File: config.mk
export PLATFORM = sky130hd
export DESIGN_NAME = cube_layer_ctl_flat
export DESIGN_NICKNAME = d
export VERILOG_FILES = /design/src/rtl/cube_layer_ctl_if.sv /design/src/rtl/cube_layer_ctl.sv /design/src/flat_wrapper.sv
export SDC_FILE = /design/constraint.sdc
export NUM_CORES = 1
export LEC_CHECK = 0
export CAP_MARGIN = 10
export CORE_MARGIN = 2
export CORE_UTILIZATION = 67
export CTS_BUF_LIST = sky130_fd_sc_hd__clkbuf_4 sky130_fd_sc_hd__clkbuf_8 sky130_fd_sc_hd__clkbuf_16
export DETAILED_ROUTE_END_ITERATION = 16
export DONT_BUFFER_PORTS = 1
export PLACE_DENSITY = 0.83
export SKIP_CTS_REPAIR_TIMING = 1
export SYNTH_ARGS = -nofsm -noshare
export SYNTH_HDL_FRONTEND = slang
export SYNTH_SLANG_ARGS = --single-unit
File: constraint.sdc
create_clock -name clk_in -period 2.7 [get_ports clk_in]
set_clock_uncertainty 0.2 [all_clocks]
set_input_delay 0.54 -clock clk_in [delete_from_list [all_inputs] [get_ports clk_in]]
set_output_delay 0.54 -clock clk_in [all_outputs]
set_load 0.1 [all_outputs]
File: src/rtl/cube_layer_ctl_if.sv
`default_nettype none
// ============================================================================
// Module      : cube_layer_ctl_if
// Description : Byte-stream and RAM write-control bundle between the SPI byte
//               receiver (master) and the cube layer controller (slave).
// Revision    : 1.0 - initial release
// ============================================================================
interface cube_layer_ctl_if #(
  parameter int LAYERS      = 8,
  parameter int ADDR_WIDTH  = 6,
  parameter int COLOR_BYTES = 3
);
  logic                   dc_in;
  logic                   byte_rdy_in;
  logic [7:0]             byte_data_in;
  logic                   frame_rdy_out;
  logic                   frame_err_out;
  logic                   busy_out;
  logic [ADDR_WIDTH-1:0]  wr_addr_out;
  logic [COLOR_BYTES:0]   byte_en_out;
  logic [LAYERS-1:0]      layer_en_out;

  // Byte source side: presents bytes, observes the write controls.
  modport master (
    output dc_in, byte_rdy_in, byte_data_in,
    input  frame_rdy_out, frame_err_out, busy_out,
    input  wr_addr_out, byte_en_out, layer_en_out
  );

  // Controller side.
  modport slave (
    input  dc_in, byte_rdy_in, byte_data_in,
    output frame_rdy_out, frame_err_out, busy_out,
    output wr_addr_out, byte_en_out, layer_en_out
  );
endinterface
`default_nettype wire

File: src/rtl/cube_layer_ctl.sv
`default_nettype none
// ============================================================================
// Module      : cube_layer_ctl
// Description : LED cube frame loader byte router. Decodes command/data bytes
//               and produces per-byte RAM write address, byte-lane enables
//               and layer enables. Supports address-map writes, full frame
//               writes, partial frame writes from a selected start layer and
//               a frame-abort error pulse.
//               Optional macro CUBE_LAYER_CTL_ASCEND_EN: layers are filled in
//               ascending order (layer 0 first) instead of descending.
// Revision    : 1.0 - initial release
// ============================================================================
module cube_layer_ctl #(
  parameter int         LAYERS        = 8,
  parameter int         ADDR_WIDTH    = 6,
  parameter int         COLOR_BYTES   = 3,
  parameter logic [7:0] CMD_ADDR_WR   = 8'hcc,
  parameter logic [7:0] CMD_DATA_WR   = 8'hda,
  parameter logic [7:0] CMD_LAYER_SEL = 8'hca
) (
  input wire              clk_in,
  input wire              rst_in,
  cube_layer_ctl_if.slave bus
);

  typedef enum logic [1:0] {
    ST_IDLE = 2'd0,
    ST_ADDR = 2'd1,
    ST_LSEL = 2'd2,
    ST_DATA = 2'd3
  } state_t;

  localparam logic [ADDR_WIDTH-1:0]  LAST_ADDR  = '1;
  localparam logic [COLOR_BYTES-1:0] COLOUR_MSB = COLOR_BYTES'(1) << (COLOR_BYTES - 1);

`ifdef CUBE_LAYER_CTL_ASCEND_EN
  // Ascending fill: start at layer 0, finish on layer LAYERS-1.
  localparam logic [LAYERS-1:0] LAYER_START   = LAYERS'(1);
  localparam int                LAYER_END_BIT = LAYERS - 1;
`else
  // Descending fill: start at layer LAYERS-1, finish on layer 0.
  localparam logic [LAYERS-1:0] LAYER_START   = LAYERS'(1) << (LAYERS - 1);
  localparam int                LAYER_END_BIT = 0;
`endif

  state_t                  state_q, state_d;
  logic [ADDR_WIDTH-1:0]   wr_addr_q, wr_addr_d;
  logic                    addr_en_q, addr_en_d;
  logic [COLOR_BYTES-1:0]  colour_q, colour_d;
  logic [LAYERS-1:0]       layer_q, layer_d;
  logic                    data_seen_q, data_seen_d;
  logic                    frame_rdy_q, frame_rdy_d;
  logic                    frame_err_q, frame_err_d;
  logic                    busy_q;

  logic [LAYERS-1:0]       layer_adv;
  logic [COLOR_BYTES-1:0]  colour_rot;
  logic                    lsel_valid;

  // Next layer in fill order once the current layer has been completed.
`ifdef CUBE_LAYER_CTL_ASCEND_EN
  assign layer_adv = layer_q << 1;
`else
  assign layer_adv = layer_q >> 1;
`endif

  // Rotate-right of the colour lane; a single-byte pixel keeps its one lane.
  assign colour_rot = (colour_q >> 1) | (colour_q << (COLOR_BYTES - 1));
  assign lsel_valid = int'({24'd0, bus.byte_data_in}) < LAYERS;

  // Byte decoder: registers advance only when a byte is strobed in.
  always_comb begin
    state_d     = state_q;
    wr_addr_d   = wr_addr_q;
    addr_en_d   = addr_en_q;
    colour_d    = colour_q;
    layer_d     = layer_q;
    data_seen_d = data_seen_q;
    frame_rdy_d = 1'b0;
    frame_err_d = 1'b0;

    if (bus.byte_rdy_in) begin
      if (!bus.dc_in) begin
        // Commands are honoured in any state; interrupting a frame that has
        // already received data is reported, then decoded as usual.
        wr_addr_d   = '0;
        data_seen_d = 1'b0;
        if (state_q == ST_DATA && data_seen_q) begin
          frame_err_d = 1'b1;
        end
        case (bus.byte_data_in)
          CMD_ADDR_WR: begin
            state_d   = ST_ADDR;
            addr_en_d = 1'b1;
            colour_d  = '0;
            layer_d   = '1;
          end
          CMD_DATA_WR: begin
            state_d   = ST_DATA;
            addr_en_d = 1'b0;
            colour_d  = COLOUR_MSB;
            layer_d   = LAYER_START;
          end
          CMD_LAYER_SEL: begin
            state_d   = ST_LSEL;
            addr_en_d = 1'b0;
            colour_d  = '0;
            layer_d   = '0;
          end
          default: begin
            state_d   = ST_IDLE;
            addr_en_d = 1'b0;
            colour_d  = '0;
            layer_d   = '0;
          end
        endcase
      end else begin
        case (state_q)
          ST_ADDR: begin
            if (wr_addr_q == LAST_ADDR) begin
              wr_addr_d = '0;
              layer_d   = '0;
              addr_en_d = 1'b0;
              state_d   = ST_IDLE;
            end else begin
              wr_addr_d = wr_addr_q + 1'b1;
            end
          end
          ST_LSEL: begin
            // The data byte carries the start layer index.
            if (lsel_valid) begin
              state_d  = ST_DATA;
              layer_d  = LAYERS'(1) << bus.byte_data_in;
              colour_d = COLOUR_MSB;
            end else begin
              state_d     = ST_IDLE;
              frame_err_d = 1'b1;
              layer_d     = '0;
              colour_d    = '0;
            end
          end
          ST_DATA: begin
            data_seen_d = 1'b1;
            colour_d    = colour_rot;
            // The last colour byte of a pixel moves to the next pixel.
            if (colour_q[0]) begin
              wr_addr_d = wr_addr_q + 1'b1;
              if (wr_addr_q == LAST_ADDR) begin
                if (layer_q[LAYER_END_BIT]) begin
                  layer_d     = '0;
                  state_d     = ST_IDLE;
                  frame_rdy_d = 1'b1;
                end else begin
                  layer_d = layer_adv;
                end
              end
            end
          end
          default: ;
        endcase
      end
    end
  end

  // State and output registers with asynchronous clear.
  always_ff @(posedge clk_in or posedge rst_in) begin
    if (rst_in) begin
      state_q     <= ST_IDLE;
      wr_addr_q   <= '0;
      addr_en_q   <= 1'b0;
      colour_q    <= '0;
      layer_q     <= '0;
      data_seen_q <= 1'b0;
      frame_rdy_q <= 1'b0;
      frame_err_q <= 1'b0;
      busy_q      <= 1'b0;
    end else begin
      state_q     <= state_d;
      wr_addr_q   <= wr_addr_d;
      addr_en_q   <= addr_en_d;
      colour_q    <= colour_d;
      layer_q     <= layer_d;
      data_seen_q <= data_seen_d;
      frame_rdy_q <= frame_rdy_d;
      frame_err_q <= frame_err_d;
      busy_q      <= (state_d != ST_IDLE);
    end
  end

  assign bus.wr_addr_out   = wr_addr_q;
  assign bus.byte_en_out   = {addr_en_q, colour_q};
  assign bus.layer_en_out  = layer_q & {LAYERS{bus.byte_rdy_in}};
  assign bus.frame_rdy_out = frame_rdy_q;
  assign bus.frame_err_out = frame_err_q;
  assign bus.busy_out      = busy_q;

endmodule
`default_nettype wire

File: src/flat_wrapper.sv
// flat-port wrapper written by rule: the top's interface ports become plain ports
module cube_layer_ctl_flat 
#(
  parameter int         LAYERS        = 8,
  parameter int         ADDR_WIDTH    = 6,
  parameter int         COLOR_BYTES   = 3,
  parameter logic [7:0] CMD_ADDR_WR   = 8'hcc,
  parameter logic [7:0] CMD_DATA_WR   = 8'hda,
  parameter logic [7:0] CMD_LAYER_SEL = 8'hca
)
  (clk_in, rst_in, bus_dc_in, bus_byte_rdy_in, bus_byte_data_in, bus_frame_rdy_out, bus_frame_err_out, bus_busy_out, bus_wr_addr_out, bus_byte_en_out, bus_layer_en_out);
  cube_layer_ctl_if #(.LAYERS(LAYERS), .ADDR_WIDTH(ADDR_WIDTH), .COLOR_BYTES(COLOR_BYTES)) bus_i ();
  input wire clk_in;
  input wire rst_in;
  input wire logic [$bits(bus_i.dc_in)-1:0] bus_dc_in;
  input wire logic [$bits(bus_i.byte_rdy_in)-1:0] bus_byte_rdy_in;
  input wire logic [$bits(bus_i.byte_data_in)-1:0] bus_byte_data_in;
  output wire logic [$bits(bus_i.frame_rdy_out)-1:0] bus_frame_rdy_out;
  output wire logic [$bits(bus_i.frame_err_out)-1:0] bus_frame_err_out;
  output wire logic [$bits(bus_i.busy_out)-1:0] bus_busy_out;
  output wire logic [$bits(bus_i.wr_addr_out)-1:0] bus_wr_addr_out;
  output wire logic [$bits(bus_i.byte_en_out)-1:0] bus_byte_en_out;
  output wire logic [$bits(bus_i.layer_en_out)-1:0] bus_layer_en_out;
  assign bus_i.dc_in = bus_dc_in;
  assign bus_i.byte_rdy_in = bus_byte_rdy_in;
  assign bus_i.byte_data_in = bus_byte_data_in;
  assign bus_frame_rdy_out = bus_i.frame_rdy_out;
  assign bus_frame_err_out = bus_i.frame_err_out;
  assign bus_busy_out = bus_i.busy_out;
  assign bus_wr_addr_out = bus_i.wr_addr_out;
  assign bus_byte_en_out = bus_i.byte_en_out;
  assign bus_layer_en_out = bus_i.layer_en_out;
  cube_layer_ctl #(.LAYERS(LAYERS), .ADDR_WIDTH(ADDR_WIDTH), .COLOR_BYTES(COLOR_BYTES), .CMD_ADDR_WR(CMD_ADDR_WR), .CMD_DATA_WR(CMD_DATA_WR), .CMD_LAYER_SEL(CMD_LAYER_SEL)) u_core (.clk_in(clk_in), .rst_in(rst_in), .bus(bus_i));
endmodule
==> load_flow_metrics.sql <==
INSERT INTO impl_metrics (metric_group, metric, value, unit) VALUES
('floorplanning', 'die_width', '51.0', 'microns'),
('layout', 'layout-drive-gt1-share', '24.3', '%'),
('sta', 'grt_setup_unrepaired', 'false', ''),
('layout', 'finalInstanceArea', '0.00169', 'sq mm'),
('global_routing', 'grt_first_pass_wirelength', '5840', 'microns'),
('power', 'p_per_area', '593', 'mW/mm^2'),
('layout', 'finalNetCount', '187', ''),
('route', 'drt-initial-drc-count', '42', ''),
('sta', 'max_freq', '0.478', 'GHz'),
('sta', 'slew_headroom', '36.3', '%'),
('global_routing', 'grt_start_max_net_pins', '25', ''),
('yosys', 'number_of_warnings_issued_by_yosys', '0', ''),
('critical_path', 'critical_path.top_delay_family', 'buffers and inverters', ''),
('placed_design', 'place_hpwl', '2520', 'microns'),
('clock_tree', 'htreeDepth', '1', ''),
('clock_tree', 'cts.path.max_buffers', '2', ''),
('floorplanning', 'row_count', '17', ''),
('clock_tree', 'clk_pin_slew', '0.13', 'ns'),
('sta', 'min_period_over_period', '77.5', '%'),
('route', 'finalWirelength', '3430', 'microns'),
('placed_design', 'numPortBuffers', '0', ''),
('yosys', 'synth_cell_types', '47', ''),
('clock_tree', 'cts_made_buffers', '3', ''),
('layout', 'antenna_cells_inserted', '0', ''),
('yosys', 'post_synth_main_area_contributors', 'dfrtp_1 41%, a32oi_1 4.7%, inv_1 3.3%', ''),
('clock_tree', 'insertion_delay', '0.32', 'ns'),
('critical_path', 'setup.worst_path.end_class', 'output port', ''),
('route', 'route.detailed.vias_per_inst', '6.65', ''),
('floorplanning', 'initial_utilization', '68.8', '%'),
('critical_path', 'criticalPathCategory', 'primary input to output port', ''),
('critical_path', 'path_buf_inv', '2', ''),
('yosys', 'syn_area', '0.00148', 'sq mm'),
('yosys', 'synth_area_per_cell', '9.42', 'sq um'),
('yosys', 'netlist_top_cells_count', '24 x dfrtp_1, 13 x inv_1, 13 x nor2_1, 9 x nand2_1, 8 x a32oi_1', ''),
('yosys', 'most_common_cell_in_the_synthesized_netlist', 'dfrtp_1', ''),
('global_routing', 'aggregate_global_route_resource_usage', '29.3', '%'),
('route', 'drc', '0', ''),
('route', 'routed_wire_length_per_instance', '17.1', 'microns'),
('power', 'worst_ir_drop_vdd', '475', 'uV'),
('worst_hold_path', 'worstHoldPathType', 'primary input to asynchronous set/reset pin', ''),
('status', 'outcome', 'finished clean', ''),
('placed_design', 'gp_routability_congestion', '0.907', ''),
('yosys', 'synth_sequential_area_ratio', '40.6', '%'),
('yosys', 'synth-edff-count', '0', ''),
('yosys', 'synth_top_cell_by_area', 'dfrtp_1', ''),
('critical_path', 'crit_path_top_delay_cell', 'inv_1', ''),
('yosys', 'synth.ff_latch_count', '24', ''),
('critical_path', 'critical_path_required', '1.96', 'ns'),
('layout', 'n_fill_cell', '149', ''),
('floorplanning', 'die-height', '51.0', 'microns'),
('global_routing', 'grt_remaining_overflow', '0', ''),
('sta', 'final-hold-violation-count', '0', ''),
('job', 'max_cap_viol_count', '0', ''),
('layout', 'layout-area-overhead-vs-synth', '14.2', '%'),
('yosys', 'mappedNetlistNets', '170', ''),
('sta', 'report.final.setup_viol', '0', ''),
('route', 'via_count', '1336', ''),
('sta', 'worst_pin_slew', '0.955', 'ns'),
('power', 'static-leakage-power', '0.755', 'nW'),
('layout', 'finalCoreUtilization', '78.6', '%'),
('placed_design', 'placed_cell_area', '0.00164', 'sq mm'),
('floorplanning', 'ios', '33', ''),
('yosys', 'syn-instance-count', '157', ''),
('clock_tree', 'clk_root_buffer_cell', 'clkbuf_4', ''),
('global_routing', 'number_of_global_route_vias_before_repair', '1332', ''),
('floorplanning', 'core_region_area', '0.00215', 'sq mm'),
('floorplanning', 'floorplan.die_area', '0.00260', 'sq mm'),
('critical_path', 'critical_path.max_stage_delay', '0.49', 'ns'),
('sta', 'slew_viol_final', '0', ''),
('clock_tree', 'clock_tree_from_tritoncts', 'done', ''),
('yosys', 'async_flop_share', '100', '%'),
('route', 'route.antenna.remaining_nets', '0', ''),
('critical_path', 'crit_chain', 'inv_1 -> nor2_2 -> buf_4', ''),
('clock_tree', 'numClockSinks', '24', ''),
('yosys', 'yosys.area.top_type_share', '40.6', '%'),
('critical_path', 'startpoint_type', 'primary input', ''),
('global_routing', 'grt_antenna_before_repair', '0', ''),
('sta', 'post-route-min-period', '2.09', 'ns'),
('critical_path', 'path_max_fanout', '16', ''),
('yosys', 'synthFlopType', 'dfrtp_1', ''),
('route', 'first_pass_iters', '5', ''),
('critical_path', 'cp_data_arrival_time', '1.35', 'ns');
==> worst register-to-register path, stage by stage, from the launching register on <==
cell and delay [ns]:
dfrtp_1 0.68, nand2_1 0.24, a31oi_2 0.38, nor2_1 0.08
mux2_2 0.28
==> registers in the layout (all words and copies together) (netlist names), 2 cells and up <==
name and flops:
u_core.colour_q 3, u_core.state_q 2, u_core.layer_q 8, u_core.bus.wr_addr_out 6
==> cell usage in the layout, fill, tap and decap left out, drive strengths merged, types with 5 or more instances in the layout <==
cell type | synthesis | final
nand2 | 9 | 9
inv | 14 | 14
a22oi | 5 | 5
nand4 | 7 | 7
nand3 | 5 | 5
a22o | 5 | 5
o21ai | 7 | 7
a31oi | 5 | 5
dfrtp | 24 | 24
nor2b | 5 | 5
buf | 4 | 18
a32oi | 8 | 8
nor2 | 13 | 13
==> cell families after synthesis <==
kind of cell / after synthesis / synth area share, %
AO/OA/AOI/OAI: 47 / 24.9
adder cells (fa/ha/maj): 1 / 0.846
buffers and inverters: 20 / 5.58
flip-flops: 24 / 40.6
multiplexers: 4 / 3.13
AND/OR/NAND/NOR: 61 / 25.0
==> power by group <==
part / internal (mW) / total, mW / switching [mW]
Clock: 0.150 / 0.258 / 0.108
Sequential: 0.388 / 0.432 / 0.0442
Combinational: 0.0697 / 0.312 / 0.242
Total: 0.608 / 1.00 / 0.395
==> stage by stage <==
| stage | setup slack, ns | TNS [ns] | power (mW) | hold WS (ns) | std cells |
|---|---|---|---|---|---|
| after global routing | 0.562 | 0 | 1.05 | 0.0975 | 201 |
| after floorplan | -0.165 | -1.16 | 0.686 | 0.257 | 157 |
| after detailed placement | 0.604 | 0 | 0.749 | 0.284 | 197 |
| after CTS | 0.600 | 0 | 1.01 | 0.104 | 201 |
| after global placement | 0.660 | 0 | 0.742 | 0.282 | 197 |
| final | 0.608 | 0 | 1.00 | 0.0870 | 201 |
==> routing by layer <==
| metal | GRT usage (%) | part of all wire (%) |
|---|---|---|
| met4 | 13.1 | 1.5 |
| met1 | 35.7 | 41 |
| met3 | 5.26 | 6.5 |
| met5 | 0 | 0 |
| met2 | 50.2 | 51 |
==> cell type report <==
cell class,instances,area (sq um),area share [%]
clock buffer,3,22.5,1.33
inverter,14,52.6,3.11
tap,28,35.0,2.07
clock inverter,1,30.0,1.78
sequential,24,601,35.6
multi-input combinational,113,813,48.1
timing repair buffer,18,135,8.00
==> final timing paths <==
kind,from,end,slack [ns],cells past startpoint
max,bus_byte_rdy_in,bus_layer_en_out[5],0.61,3
min,rst_in,u_core.bus.frame_rdy_out,0.09,1
max reg2reg,u_core.state_q[0],u_core.addr_en_q,0.75,4
min reg2reg,u_core.data_seen_q,u_core.data_seen_q,0.31,1
max in group asynchronous,rst_in,u_core.bus.wr_addr_out[1],1.66,1
min in group clk_in,bus_byte_rdy_in,u_core.bus.wr_addr_out[1],0.12,1
Note: power is estimated with default switching activity, not from simulation.
